==> src/rtl/ctd_interval_sched_if.sv <==
// rtl/ctd_interval_sched_if.sv - key, config and countdown-control signals of the interval scheduler
interface ctd_interval_sched_if #(
  parameter int MIN_W   = 8,
  parameter int ROUND_W = 4
);
  logic               key_ss;
  logic               key_abort;
  logic               time_out;
  logic [MIN_W-1:0]   work_min;
  logic [MIN_W-1:0]   rest_min;
  logic [ROUND_W-1:0] rounds;
  logic               load;
  logic               cnt_en;
  logic [MIN_W-1:0]   min_init;
  logic [1:0]         phase;
  logic [ROUND_W-1:0] round_no;
  logic               paused;
  logic               done;

  modport master (
    input  key_ss, key_abort, time_out, work_min, rest_min, rounds,
    output load, cnt_en, min_init, phase, round_no, paused, done
  );

  modport slave (
    output key_ss, key_abort, time_out, work_min, rest_min, rounds,
    input  load, cnt_en, min_init, phase, round_no, paused, done
  );
endinterface

==> src/rtl/ctd_interval_sched.sv <==
// rtl/ctd_interval_sched.sv - work/rest interval scheduler driving the countdown block
// rst_n is an asynchronous reset asserted HIGH despite its name.
module ctd_interval_sched #(
  parameter int MIN_W   = 8,
  parameter int ROUND_W = 4
) (
  input logic                  clk,
  input logic                  rst_n,
  ctd_interval_sched_if.master bus
);
  typedef enum logic [2:0] {IDLE, LOAD_W, RUN_W, LOAD_R, RUN_R, PAUSE, DONE} state_t;

  localparam logic [1:0] PH_IDLE = 2'd0;
  localparam logic [1:0] PH_WORK = 2'd1;
  localparam logic [1:0] PH_REST = 2'd2;
  localparam logic [1:0] PH_DONE = 2'd3;

  state_t             state;
  logic               resume_rest;
  logic               guard;
  logic [MIN_W-1:0]   cfg_work;
  logic [MIN_W-1:0]   cfg_rest;
  logic [ROUND_W-1:0] cfg_rounds;
  logic               last_round;
  logic               expired;

  assign last_round = (bus.round_no >= cfg_rounds);
  // guard masks a 00:00 left over from before the load during the first RUN cycle
  assign expired    = bus.time_out && !guard;

  always_ff @(posedge clk or posedge rst_n) begin
    if (rst_n) begin
      state        <= IDLE;
      resume_rest  <= 1'b0;
      guard        <= 1'b0;
      cfg_work     <= '0;
      cfg_rest     <= '0;
      cfg_rounds   <= '0;
      bus.load     <= 1'b0;
      bus.cnt_en   <= 1'b0;
      bus.min_init <= '0;
      bus.phase    <= PH_IDLE;
      bus.round_no <= '0;
      bus.paused   <= 1'b0;
      bus.done     <= 1'b0;
    end else if (bus.key_abort) begin
      state        <= IDLE;
      guard        <= 1'b0;
      bus.load     <= 1'b0;
      bus.cnt_en   <= 1'b0;
      bus.phase    <= PH_IDLE;
      bus.round_no <= '0;
      bus.paused   <= 1'b0;
      bus.done     <= 1'b0;
    end else begin
      bus.load <= 1'b0;
      case (state)
        IDLE: begin
          if (bus.key_ss) begin
            cfg_work     <= bus.work_min;
            cfg_rest     <= bus.rest_min;
            cfg_rounds   <= (bus.rounds == '0) ? ROUND_W'(1) : bus.rounds;
            bus.round_no <= ROUND_W'(1);
            bus.min_init <= bus.work_min;
            bus.phase    <= PH_WORK;
            bus.load     <= 1'b1;
            state        <= LOAD_W;
          end
        end
        LOAD_W, LOAD_R: begin
          state      <= (state == LOAD_W) ? RUN_W : RUN_R;
          bus.cnt_en <= 1'b1;
          guard      <= 1'b1;
        end
        RUN_W: begin
          guard <= 1'b0;
          if (expired) begin
            bus.cnt_en <= 1'b0;
            if (last_round) begin
              state     <= DONE;
              bus.phase <= PH_DONE;
              bus.done  <= 1'b1;
            end else if (cfg_rest != '0) begin
              state        <= LOAD_R;
              bus.min_init <= cfg_rest;
              bus.phase    <= PH_REST;
              bus.load     <= 1'b1;
            end else begin
              state        <= LOAD_W;
              bus.round_no <= bus.round_no + ROUND_W'(1);
              bus.min_init <= cfg_work;
              bus.load     <= 1'b1;
            end
          end else if (bus.key_ss) begin
            state       <= PAUSE;
            resume_rest <= 1'b0;
            bus.paused  <= 1'b1;
            bus.cnt_en  <= 1'b0;
          end
        end
        RUN_R: begin
          guard <= 1'b0;
          if (expired) begin
            state        <= LOAD_W;
            bus.cnt_en   <= 1'b0;
            bus.round_no <= bus.round_no + ROUND_W'(1);
            bus.min_init <= cfg_work;
            bus.phase    <= PH_WORK;
            bus.load     <= 1'b1;
          end else if (bus.key_ss) begin
            state       <= PAUSE;
            resume_rest <= 1'b1;
            bus.paused  <= 1'b1;
            bus.cnt_en  <= 1'b0;
          end
        end
        PAUSE: begin
          if (bus.key_ss) begin
            state      <= resume_rest ? RUN_R : RUN_W;
            bus.paused <= 1'b0;
            bus.cnt_en <= 1'b1;
            guard      <= 1'b0;
          end
        end
        DONE: begin
          if (bus.key_ss) begin
            state        <= IDLE;
            bus.phase    <= PH_IDLE;
            bus.round_no <= '0;
            bus.done     <= 1'b0;
          end
        end
        default: state <= IDLE;
      endcase
    end
  end
endmodule
==> src/flat_wrapper.sv <==
// flat-port wrapper written by rule: the top's interface ports become plain ports
module ctd_interval_sched_flat 
#(
  parameter int MIN_W   = 8,
  parameter int ROUND_W = 4
)
  (clk, rst_n, bus_key_ss, bus_key_abort, bus_time_out, bus_work_min, bus_rest_min, bus_rounds, bus_load, bus_cnt_en, bus_min_init, bus_phase, bus_round_no, bus_paused, bus_done);
  ctd_interval_sched_if #(.MIN_W(MIN_W), .ROUND_W(ROUND_W)) bus_i ();
  input logic clk;
  input logic rst_n;
  input wire logic [$bits(bus_i.key_ss)-1:0] bus_key_ss;
  input wire logic [$bits(bus_i.key_abort)-1:0] bus_key_abort;
  input wire logic [$bits(bus_i.time_out)-1:0] bus_time_out;
  input wire logic [$bits(bus_i.work_min)-1:0] bus_work_min;
  input wire logic [$bits(bus_i.rest_min)-1:0] bus_rest_min;
  input wire logic [$bits(bus_i.rounds)-1:0] bus_rounds;
  output wire logic [$bits(bus_i.load)-1:0] bus_load;
  output wire logic [$bits(bus_i.cnt_en)-1:0] bus_cnt_en;
  output wire logic [$bits(bus_i.min_init)-1:0] bus_min_init;
  output wire logic [$bits(bus_i.phase)-1:0] bus_phase;
  output wire logic [$bits(bus_i.round_no)-1:0] bus_round_no;
  output wire logic [$bits(bus_i.paused)-1:0] bus_paused;
  output wire logic [$bits(bus_i.done)-1:0] bus_done;
  assign bus_i.key_ss = bus_key_ss;
  assign bus_i.key_abort = bus_key_abort;
  assign bus_i.time_out = bus_time_out;
  assign bus_i.work_min = bus_work_min;
  assign bus_i.rest_min = bus_rest_min;
  assign bus_i.rounds = bus_rounds;
  assign bus_load = bus_i.load;
  assign bus_cnt_en = bus_i.cnt_en;
  assign bus_min_init = bus_i.min_init;
  assign bus_phase = bus_i.phase;
  assign bus_round_no = bus_i.round_no;
  assign bus_paused = bus_i.paused;
  assign bus_done = bus_i.done;
  ctd_interval_sched #(.MIN_W(MIN_W), .ROUND_W(ROUND_W)) u_core (.clk(clk), .rst_n(rst_n), .bus(bus_i));
endmodule
==> config.mk <==
export PLATFORM = sky130hd
export DESIGN_NAME = ctd_interval_sched_flat
export DESIGN_NICKNAME = d
export VERILOG_FILES = /design/src/rtl/ctd_interval_sched_if.sv /design/src/rtl/ctd_interval_sched.sv /design/src/flat_wrapper.sv
export SDC_FILE = /design/constraint.sdc
export NUM_CORES = 1
export LEC_CHECK = 0
export CELL_PAD_IN_SITES_DETAIL_PLACEMENT = 2
export CELL_PAD_IN_SITES_GLOBAL_PLACEMENT = 2
export CORE_AREA = 2 2 80 82
export CTS_CLUSTER_SIZE = 25
export DETAILED_ROUTE_END_ITERATION = 8
export DIE_AREA = 0 0 82 84
export DONT_BUFFER_PORTS = 1
export PLACE_DENSITY_LB_ADDON = 0.1
export SYNTH_ARGS = -nofsm -noshare
export SYNTH_HDL_FRONTEND = slang
export SYNTH_SLANG_ARGS = --single-unit
==> constraint.sdc <==
create_clock -name clk -period 4.25 [get_ports clk]
set_input_delay 0.2125 -clock clk [delete_from_list [all_inputs] [get_ports clk]]
set_output_delay 0.2125 -clock clk [all_outputs]
set_load 0.01 [all_outputs]
Word-level counts from Yosys, hierarchy flattened:

Cells that the tools add are included.
W data, S select, Z words.

* output and inout bits: 18
* bits of input ports: 25
* register bits after elaboration: 43

* add/subtract/negate cells: 1
* reductions and logical operators: 23
* mux-type cells: 57
* equal/unequal tests: 26
* $lt $le $gt $ge: 1
* bitwise logic cells: 1

Operator list (number)
* $mux W8: 5
* $mux W4: 8
* $mux W3: 10
* $pmux W8 S3: 1
* $ne A3 B3 Y1 const B: 6
* $pmux W3 S6: 1
* $reduce_and A6 Y1: 3
* $mux W1: 16
* $mux W2: 8
* $pmux W4 S4: 1
* $ne A2 B2 Y1 const B: 6
* $eq A3 B3 Y1 const B: 3
* $ne A3 B2 Y1 const B: 3
* $pmux W1 S3: 3
* $reduce_and A3 Y1: 3
* $reduce_bool A3 Y1: 3
* $pmux W2 S4: 1
* $reduce_and A4 Y1: 2
* $reduce_bool A8 Y1: 1
* $reduce_and A7 Y1: 1
* $eq A3 B2 Y1 const B: 2
* $pmux W1 S2: 3
* $reduce_bool A5 Y1: 1
* $add A4 B1 Y4 const B: 1
* other kinds (15): 17

Depth between registers and ports, before layout:

Gate-level depths: netlist of run 1.

* depth in word-level cells: 6
* depth in mapped cells: 8

Worst setup path after synthesis of run 1:

Ideal clock, no wire load.

* kind: register -> register
* start: register u_core.bus.round_no[0]
* end: register u_core.bus.min_init[0]
* clock period less this slack: 2.249 ns
* arrival: 2.125 ns
* data required time: 4.125 ns
* slack: 2.001 ns
* library setup time: 0.125 ns
* cell stages (with the launch flop): 9
* cell sequence: dfrtp_1 > inv_1 > ha_1 > nand2b_1 > a2111o_1 > nand3_1 > o211a_1 > buf_2 > mux2_2

* word-level cells in the longest chain between the ends: 3

Ends and longest elaborated chain
* start, declared: RTL line ctd_interval_sched_if.sv:22 `output load, cnt_en, min_init, phase, round_no, paused, done`
* start signal, assigned: RTL line ctd_interval_sched.sv:90 `bus.round_no <= bus.round_no + ROUND_W'(1);`
* start signal, assigned: RTL line ctd_interval_sched.sv:106 `bus.round_no <= bus.round_no + ROUND_W'(1);`
* $ge A4 B4 Y1: RTL line ctd_interval_sched.sv:27 `assign last_round = (bus.round_no >= cfg_rounds);`
* $ne A2 B2 Y1 (no source line)
* $reduce_and A6 Y1 (no source line)
* end signal, assigned: RTL line ctd_interval_sched.sv:64 `bus.min_init <= bus.work_min;`
* end signal, assigned: RTL line ctd_interval_sched.sv:85 `bus.min_init <= cfg_rest;`
* end signal, assigned: RTL line ctd_interval_sched.sv:91 `bus.min_init <= cfg_work;`
* end, declared: RTL line ctd_interval_sched_if.sv:22

Every way passes these cells.
A chain may end at the register's enable or synchronous reset.

Worst setup path in the final report of run 1:

* start: register u_core.state[1]
* end: register u_core.bus.round_no[1]

* word-level cells in the longest chain between the ends: 3

Ends and longest elaborated chain
* start, declared: RTL line ctd_interval_sched.sv:18 `state_t state;`
* start signal, assigned: RTL line ctd_interval_sched.sv:71 `state <= (state == LOAD_W) ? RUN_W : RUN_R;`
* start signal, assigned: RTL line ctd_interval_sched.sv:119 `state <= resume_rest ? RUN_R : RUN_W;`
* $eq A3 B3 Y1 (tied with other cells): RTL line ctd_interval_sched.sv:57 `case (state)`
* $ne A3 B2 Y1 (no source line) (tied with other cells)
* $reduce_and A7 Y1 (no source line) / $mux W4 (equally long branches)

Several ways; a longest one is shown, not always the timed one.

==> results of run 1 <==
## placed cells by master, fill, tap and decap left out, drive strengths merged, types with 2 or more instances in the layout
cell / instances
o211ai: 2
o21ai: 21
mux2: 29
a22o: 8
o22ai: 2
a22oi: 8
dlygate4sd3: 3
clkbuf: 5
nor4: 4
a21o: 2
or3: 2
ha: 5
a31oi: 13
dfrtp: 43
nand3: 4
bufinv: 2
nor3: 5
nor2: 13
a21oi: 12
nor2b: 2
nand2: 9
nand4: 3
inv: 10
nand2b: 4
o41ai: 2
## stage by stage
step | area (um^2) | util [%]
2_1_floorplan | 2530 | -
3_3_place_gp | 2550 | 41.9
5_1_grt | 2720 | 44.6
3_5_place_dp | 2550 | 41.9
4_1_cts | 2720 | 44.6
6_report | 2720 | 44.6
## power breakdown
group          switching [uW]  internal [uW]  total [uW]
Clock                     159            235         393
Combinational             153            156         310
Sequential                120            501         622
## worst max-delay path, delay by kind of cell (launching register included)
family                 cells  cell delay, ns
flip-flops                 1            1.02
AO/OA/AOI/OAI              2            0.63
AND/OR/NAND/NOR            1            0.59
multiplexers               1            0.34
buffers and inverters      1            0.22
## path summary, 6_finish.rpt
kind                                       from                     end  slack (ns)  cells past startpoint
hold reg to reg            u_core.cfg_rounds[0]    u_core.cfg_rounds[0]        0.52                      2
setup / recovery                u_core.state[1]  u_core.bus.round_no[1]        1.33                      5
setup reg to reg                u_core.state[1]  u_core.bus.round_no[1]        1.33                      5
min in group asynchronous                 rst_n       u_core.bus.cnt_en        0.56                      2
hold / removal                  bus_work_min[3]      u_core.cfg_work[3]        0.06                      1
max in group asynchronous                 rst_n      u_core.cfg_work[4]        3.13                      2
## kinds of logic after synthesis
kind of cell / after synthesis
compound gates: 88
xor+xnor: 1
fa+ha+maj: 5
buf+inv: 27
flops: 43
mux: 30
simple gates: 52
## per-layer routing
metal,up-vias,wire [um]
li1,928,-
met1,1059,3000
met2,46,3950
met3,5,333
met4,0,67
met5,-,0
## sequential cells by signal (all words and copies together) (netlist names)
name	count
u_core.bus.min_init	8
u_core.cfg_rest	8
u_core.cfg_work	8
u_core.bus.round_no	4
u_core.cfg_rounds	4
u_core.state	3
u_core.bus.phase	2
u_core.bus.cnt_en	1
u_core.bus.done	1
u_core.bus.load	1
u_core.bus.paused	1
u_core.guard	1
u_core.resume_rest	1
## final cells by class
| class | count | area, um^2 |
|---|---|---|
| inverter | 10 | 37.5 |
| clock inverter | 3 | 67.6 |
| tap | 77 | 96.3 |
| fill | 652 | 3380 |
| multi-input combinational | 176 | 1340 |
| timing repair buffer | 3 | 30.0 |
| sequential | 43 | 1080 |
| clock buffer | 5 | 68.8 |
## repair_timing
| item | CTS | global route |
|---|---|---|
| endpoints found under the setup margin | 0 | 0 |
| setup buffers | 0 | 0 |
| endpoints found under the hold margin | 8 | 0 |
| hold buffers | 3 | 0 |
==> flow_summary_export.csv, run 1 <==
group,metric,value,unit
routing,postRouteAntennaNets,0,
global_routing,antenna_found_initial,0,
synth,async_flop_share,100,%
floorplan,rows,29,
power_and_ir_drop,power,1320,uW
floorplan,dieWidth,82,um
placed_design,gp_congestion,0.840,
clocking,h-tree-depth,2,
layout,n_antenna_cell,0,
clocking,cts_buffer_depth,2,
floorplan,die_h,84,um
global_routing,grt_overflow,0,
worst_hold_path,min_path_type,"input port to register",
floorplan,io_pins,43,
placed_design,place_inst,306,
worst_setup_path,path_cells,"inv_2 -> or3_1 -> o32ai_4 -> a21o_1 -> mux2_1",
routing,viasPerCell,6.43,
routing,drc,0,
global_routing,use_met3,4.76,%
global_routing,met1_usage,27.8,%
routing,wirelength,7360,um
timing,fin_skew,0.00694,ns
synth,synth_seq_cells,43,
synth,synth_ff_type,"dfrtp_1",
run,cap_violations,0,
synth,synth_cell_types,57,
synth,synth-edff-count,0,
synth,synth_area_leaders,"dfrtp_1 43%, mux2_2 12%, o21ai_0 4.0%",
run_status,outcome,"finished, final reports clean",
synth,synth_top_area_share,42.6,%
synth,synth_mux_area_share,13.5,%
global_routing,grt_pass1_vias,2307,
layout,final_nets,269,
timing,worst_pin_slew,1.14,ns
timing,slew_headroom,23.9,%
global_routing,grt_pass1_wl,12000,um
clocking,numClockSinks,43,
synth,synth_warnings,0,
clocking,clk_latency,0.30,ns
power_and_ir_drop,ir_worst_vdd,0.240,mV
synth,post-synth-top-count-cell,"dfrtp_1",
global_routing,grt_start_max_net_pins,44,
global_routing,grt_use_met2,40.9,%
synth,netlist_area,2530,um^2
worst_setup_path,critPathMaxStageDelay,1.02,ns
synth,synth_fp_nets,276,
routing,wire_per_inst,23.2,um
timing,finalSetupTns,0,ns
worst_setup_path,crit_path_max_fanout,32,
worst_setup_path,crit_arrival,3.11,ns
global_routing,gr-max-usage-layer,"met2",
synth,synthAdderAreaFrac,2.47,%
timing,hold_slack,0.0551,ns
synth,synth_compound_area_share,24.9,%
floorplan,dieArea,6890,um^2
timing,hold_viol_final,0,
clocking,cts_resized,0,
clocking,root_buffer,"clkbuf_8",
timing,drv_slew,0,
power_and_ir_drop,p_per_area,487,nW/um^2
worst_setup_path,worstSetupEndpointType,"register",
synth,synth-xor-area-share,0.346,%
power_and_ir_drop,leakage,0.00112,uW
worst_setup_path,cp-start-kind,"register",
routing,first_pass_iters,4,
clocking,cts_made_buffers,5,
worst_setup_path,slowest_stage,"dfrtp_1",
synth,synthSimpleGateAreaFrac,11.9,%
clocking,tritoncts,"yes",
timing,rsz0062_at_grt,"no",
synth,syn_area_per_cell,10.3,um^2
worst_setup_path,path_class,"register to register",
clocking,clk_pin_slew,0.09,ns
layout,finalNonFillerCells,317,
synth,synthCells,246,
timing,fmax,343,MHz
timing,post-route-min-period,2.92,ns
layout,synthToLayoutAreaGrowth,7.57,%
synth,synth_top_family_by_area,"compound AO/OA/AOI/OAI gates",
placed_design,numPortBuffers,0,
global_routing,grt.total_usage,23.0,%
placed_design,pre_cts_slack,1.39,ns
floorplan,core-area,6100,um^2
timing,fin_crit_sh,68.7,%
floorplan,initial_core_util,41.5,%
routing,vias,2038,
synth,synth_top_cell_by_area,"dfrtp_1",
synth,synthTopCellsByCount,"43 x dfrtp_1, 27 x mux2_2, 20 x o21ai_0, 13 x a31oi_1, 13 x nor2_1",
routing,first_iter_violations,82,
synth,ys_seq_area_share,42.6,%
timing,finalSetupViolations,0,
worst_setup_path,required,4.44,ns
timing,fin_ws,1.33,ns
layout,drive_above_1_share,19.2,%
placed_design,dpl.hpwl,5020,um
Note: power is estimated with default switching activity, not from simulation.
==> run 2: changes to the inputs <==
--- a/config.mk
+++ b/config.mk
@@ -7,10 +7,10 @@
 export LEC_CHECK = 0
 export CELL_PAD_IN_SITES_DETAIL_PLACEMENT = 2
 export CELL_PAD_IN_SITES_GLOBAL_PLACEMENT = 2
-export CORE_AREA = 2 2 80 82
+export CORE_AREA = 2 2 87 89
 export CTS_CLUSTER_SIZE = 25
 export DETAILED_ROUTE_END_ITERATION = 8
-export DIE_AREA = 0 0 82 84
+export DIE_AREA = 0 0 89 91
 export DONT_BUFFER_PORTS = 1
 export PLACE_DENSITY_LB_ADDON = 0.1
 export SYNTH_ARGS = -nofsm -noshare
==> constraint.sdc (replaced) <==
create_clock -name clk -period 2.6 [get_ports clk]
set_input_delay 0.13 -clock clk [delete_from_list [all_inputs] [get_ports clk]]
set_output_delay 0.13 -clock clk [all_outputs]
set_load 0.01 [all_outputs]
==> run 2 against run 1 <==
Net effect:
- clock power rose by 15%
- total power rose by 53%
- clock-buffer cell count rose by 1
- wire length rose by 6.3%
- fmax rose by 25%
- global-route usage fell by 2.8 points
- combinational power rose by 88%
- critical path type unchanged
- critical endpoint is now u_core.bus.phase[0]
- highest routed layer unchanged
==> flow_summary_export.csv, run 2 (synthesis gave the netlist of run 1 again) <==
group,metric,value,unit
run_status,outcome,"finished, final reports clean",
routing,first_pass_iters,4,
global_routing,use_met3,3.18,%
global_routing,grt_overflow,0,
worst_setup_path,crit_arrival,2.53,ns
timing,slew_headroom,36.1,%
floorplan,dieArea,8100,um^2
layout,fin_util,41.9,%
routing,viasPerCell,5.69,
timing,fin_ws,0.274,ns
timing,post-route-min-period,2.33,ns
routing,wire_per_inst,21.0,um
layout,final_cell_area,2990,um^2
worst_setup_path,crit_path_max_fanout,3,
floorplan,dieWidth,89,um
clocking,cts_buffer_depth,2,
placed_design,placed_cell_area,2690,um^2
layout,reg.largest.list,"u_core.bus.min_init (8), u_core.cfg_rest (8), u_core.cfg_work (8)",
clocking,cts_resized,0,
layout,seqCellArea,1080,um^2
worst_setup_path,critPathTopFamily,"compound AO/OA/AOI/OAI gates",
layout,mostFrequentLayoutCells,"43 x dfrtp_1, 27 x mux2_2, 22 x dlygate4sd3_1",
worst_setup_path,worstSetupEndpointType,"register",
clocking,root_buffer,"clkbuf_8",
routing,first_iter_violations,64,
timing,worst_pin_slew,0.958,ns
timing,fin_crit_sh,89.5,%
floorplan,core-area,7140,um^2
timing,finalSetupViolations,0,
global_routing,grt_pass1_wl,12600,um
global_routing,grt_use_met2,32.6,%
routing,postRouteAntennaNets,0,
worst_setup_path,slowest_stage,"a2111oi_2",
timing,fmax,430,MHz
floorplan,die_h,91,um
timing,finalSetupTns,0,ns
global_routing,antenna_found_initial,0,
worst_setup_path,path_depth,7,
clocking,h-tree-depth,2,
timing,rsz0062_at_grt,"no",
worst_hold_path,min_path_type,"input port to register",
clocking,numClockSinks,43,
global_routing,grt_pass1_vias,2379,
floorplan,rows,31,
global_routing,gr-max-usage-layer,"met2",
power_and_ir_drop,p_per_area,678,nW/um^2
layout,synthToLayoutAreaGrowth,18.3,%
worst_setup_path,path_cells,"inv_1 -> ha_1 -> nand2b_1 -> a2111oi_2 -> nor2_1 -> o41a_1 -> mux2_4",
placed_design,gp_congestion,0.794,
timing,fin_skew,0.0110,ns
routing,drc,0,
worst_setup_path,critical_path_buf_inv_count,1,
clocking,clk_pin_slew,0.09,ns
routing,vias,2117,
clocking,clk_latency,0.31,ns
layout,final_common_cell,"dfrtp_1",
layout,multiInputGateArea,1340,um^2
worst_setup_path,critPathMaxStageDelay,0.54,ns
timing,drv_slew,0,
run,cap_violations,0,
floorplan,initial_core_util,35.4,%
placed_design,dpl.hpwl,5200,um
layout,fillCellCount,783,
power_and_ir_drop,ir_worst_vdd,0.243,mV
clocking,tritoncts,"yes",
worst_setup_path,required,2.80,ns
worst_hold_path,hold_depth,2,
worst_setup_path,r2r_cells,7,
placed_design,pre_cts_slack,0.253,ns
global_routing,grt_start_max_net_pins,44,
floorplan,io_pins,43,
placed_design,numPortBuffers,0,
layout,n_antenna_cell,0,
timing,hold_viol_final,0,
layout,drive_above_1_share,21.6,%
power_and_ir_drop,leakage,0.00124,uW
global_routing,met1_usage,28.1,%
layout,final_nets,302,
global_routing,grt.total_usage,20.2,%
timing,hold_slack,0.0250,ns
worst_setup_path,path_class,"register to register",
routing,wirelength,7820,um
worst_setup_path,cp-start-kind,"register",
clocking,cts_made_buffers,5,
==> run 2: cell count changes in the layout (fill, tap and decap cells not counted) <==
cell,change
clkbuf_1,+1
buf_4,+14
clkinv_2,+1
bufinv_16,-2
dlygate4sd3_1,+19
==> run 2: layer usage <==
layer,up-vias,part of all wire (%)
met4,0,0.97
met5,-,0
li1,991,-
met1,1088,49
met2,33,47
met3,5,3.4
==> run 2: through the flow <==
stage / total power (uW) / cells
3_5_place_dp: 1560 / 342
5_1_grt: 2150 / 372
2_1_floorplan: 1390 / 246
4_1_cts: 2050 / 372
3_3_place_gp: 1540 / 342
6_report: 2030 / 372
==> run 2: worst paths after layout <==
path | from | end | slack (ns)
setup / recovery | u_core.bus.round_no[0] | u_core.bus.phase[0] | 0.27
hold / removal | bus_rounds[0] | u_core.cfg_rounds[0] | 0.02
setup reg to reg | u_core.bus.round_no[0] | u_core.bus.phase[0] | 0.27
hold reg to reg | u_core.cfg_rounds[1] | u_core.cfg_rounds[1] | 0.52
max in group asynchronous | rst_n | u_core.bus.min_init[6] | 1.50
min in group asynchronous | rst_n | u_core.state[1] | 0.49
==> run 2: power by group <==
part	total (uW)	internal [uW]	switching [uW]	leakage [uW]
Clock	453	189	264	0.0000412
Combinational	584	300	284	0.000671
Sequential	992	820	171	0.000532
==> run 2: cell type report <==
type	count	share of cell area, %
Inverter	10	1.25
Clock inverter	2	0.418
Tap cell	99	4.14
Multi-Input combinational cell	176	44.9
Timing Repair Buffer	36	10.9
Sequential cell	43	36.0
Clock buffer	6	2.43
==> run 2: timing repair <==
action / in CTS / in global routing
hold buffers: 22 / 0
endpoints found under the setup margin: 0 / 0
endpoints found under the hold margin: 70 / 0
buffers inserted: 0 / 0
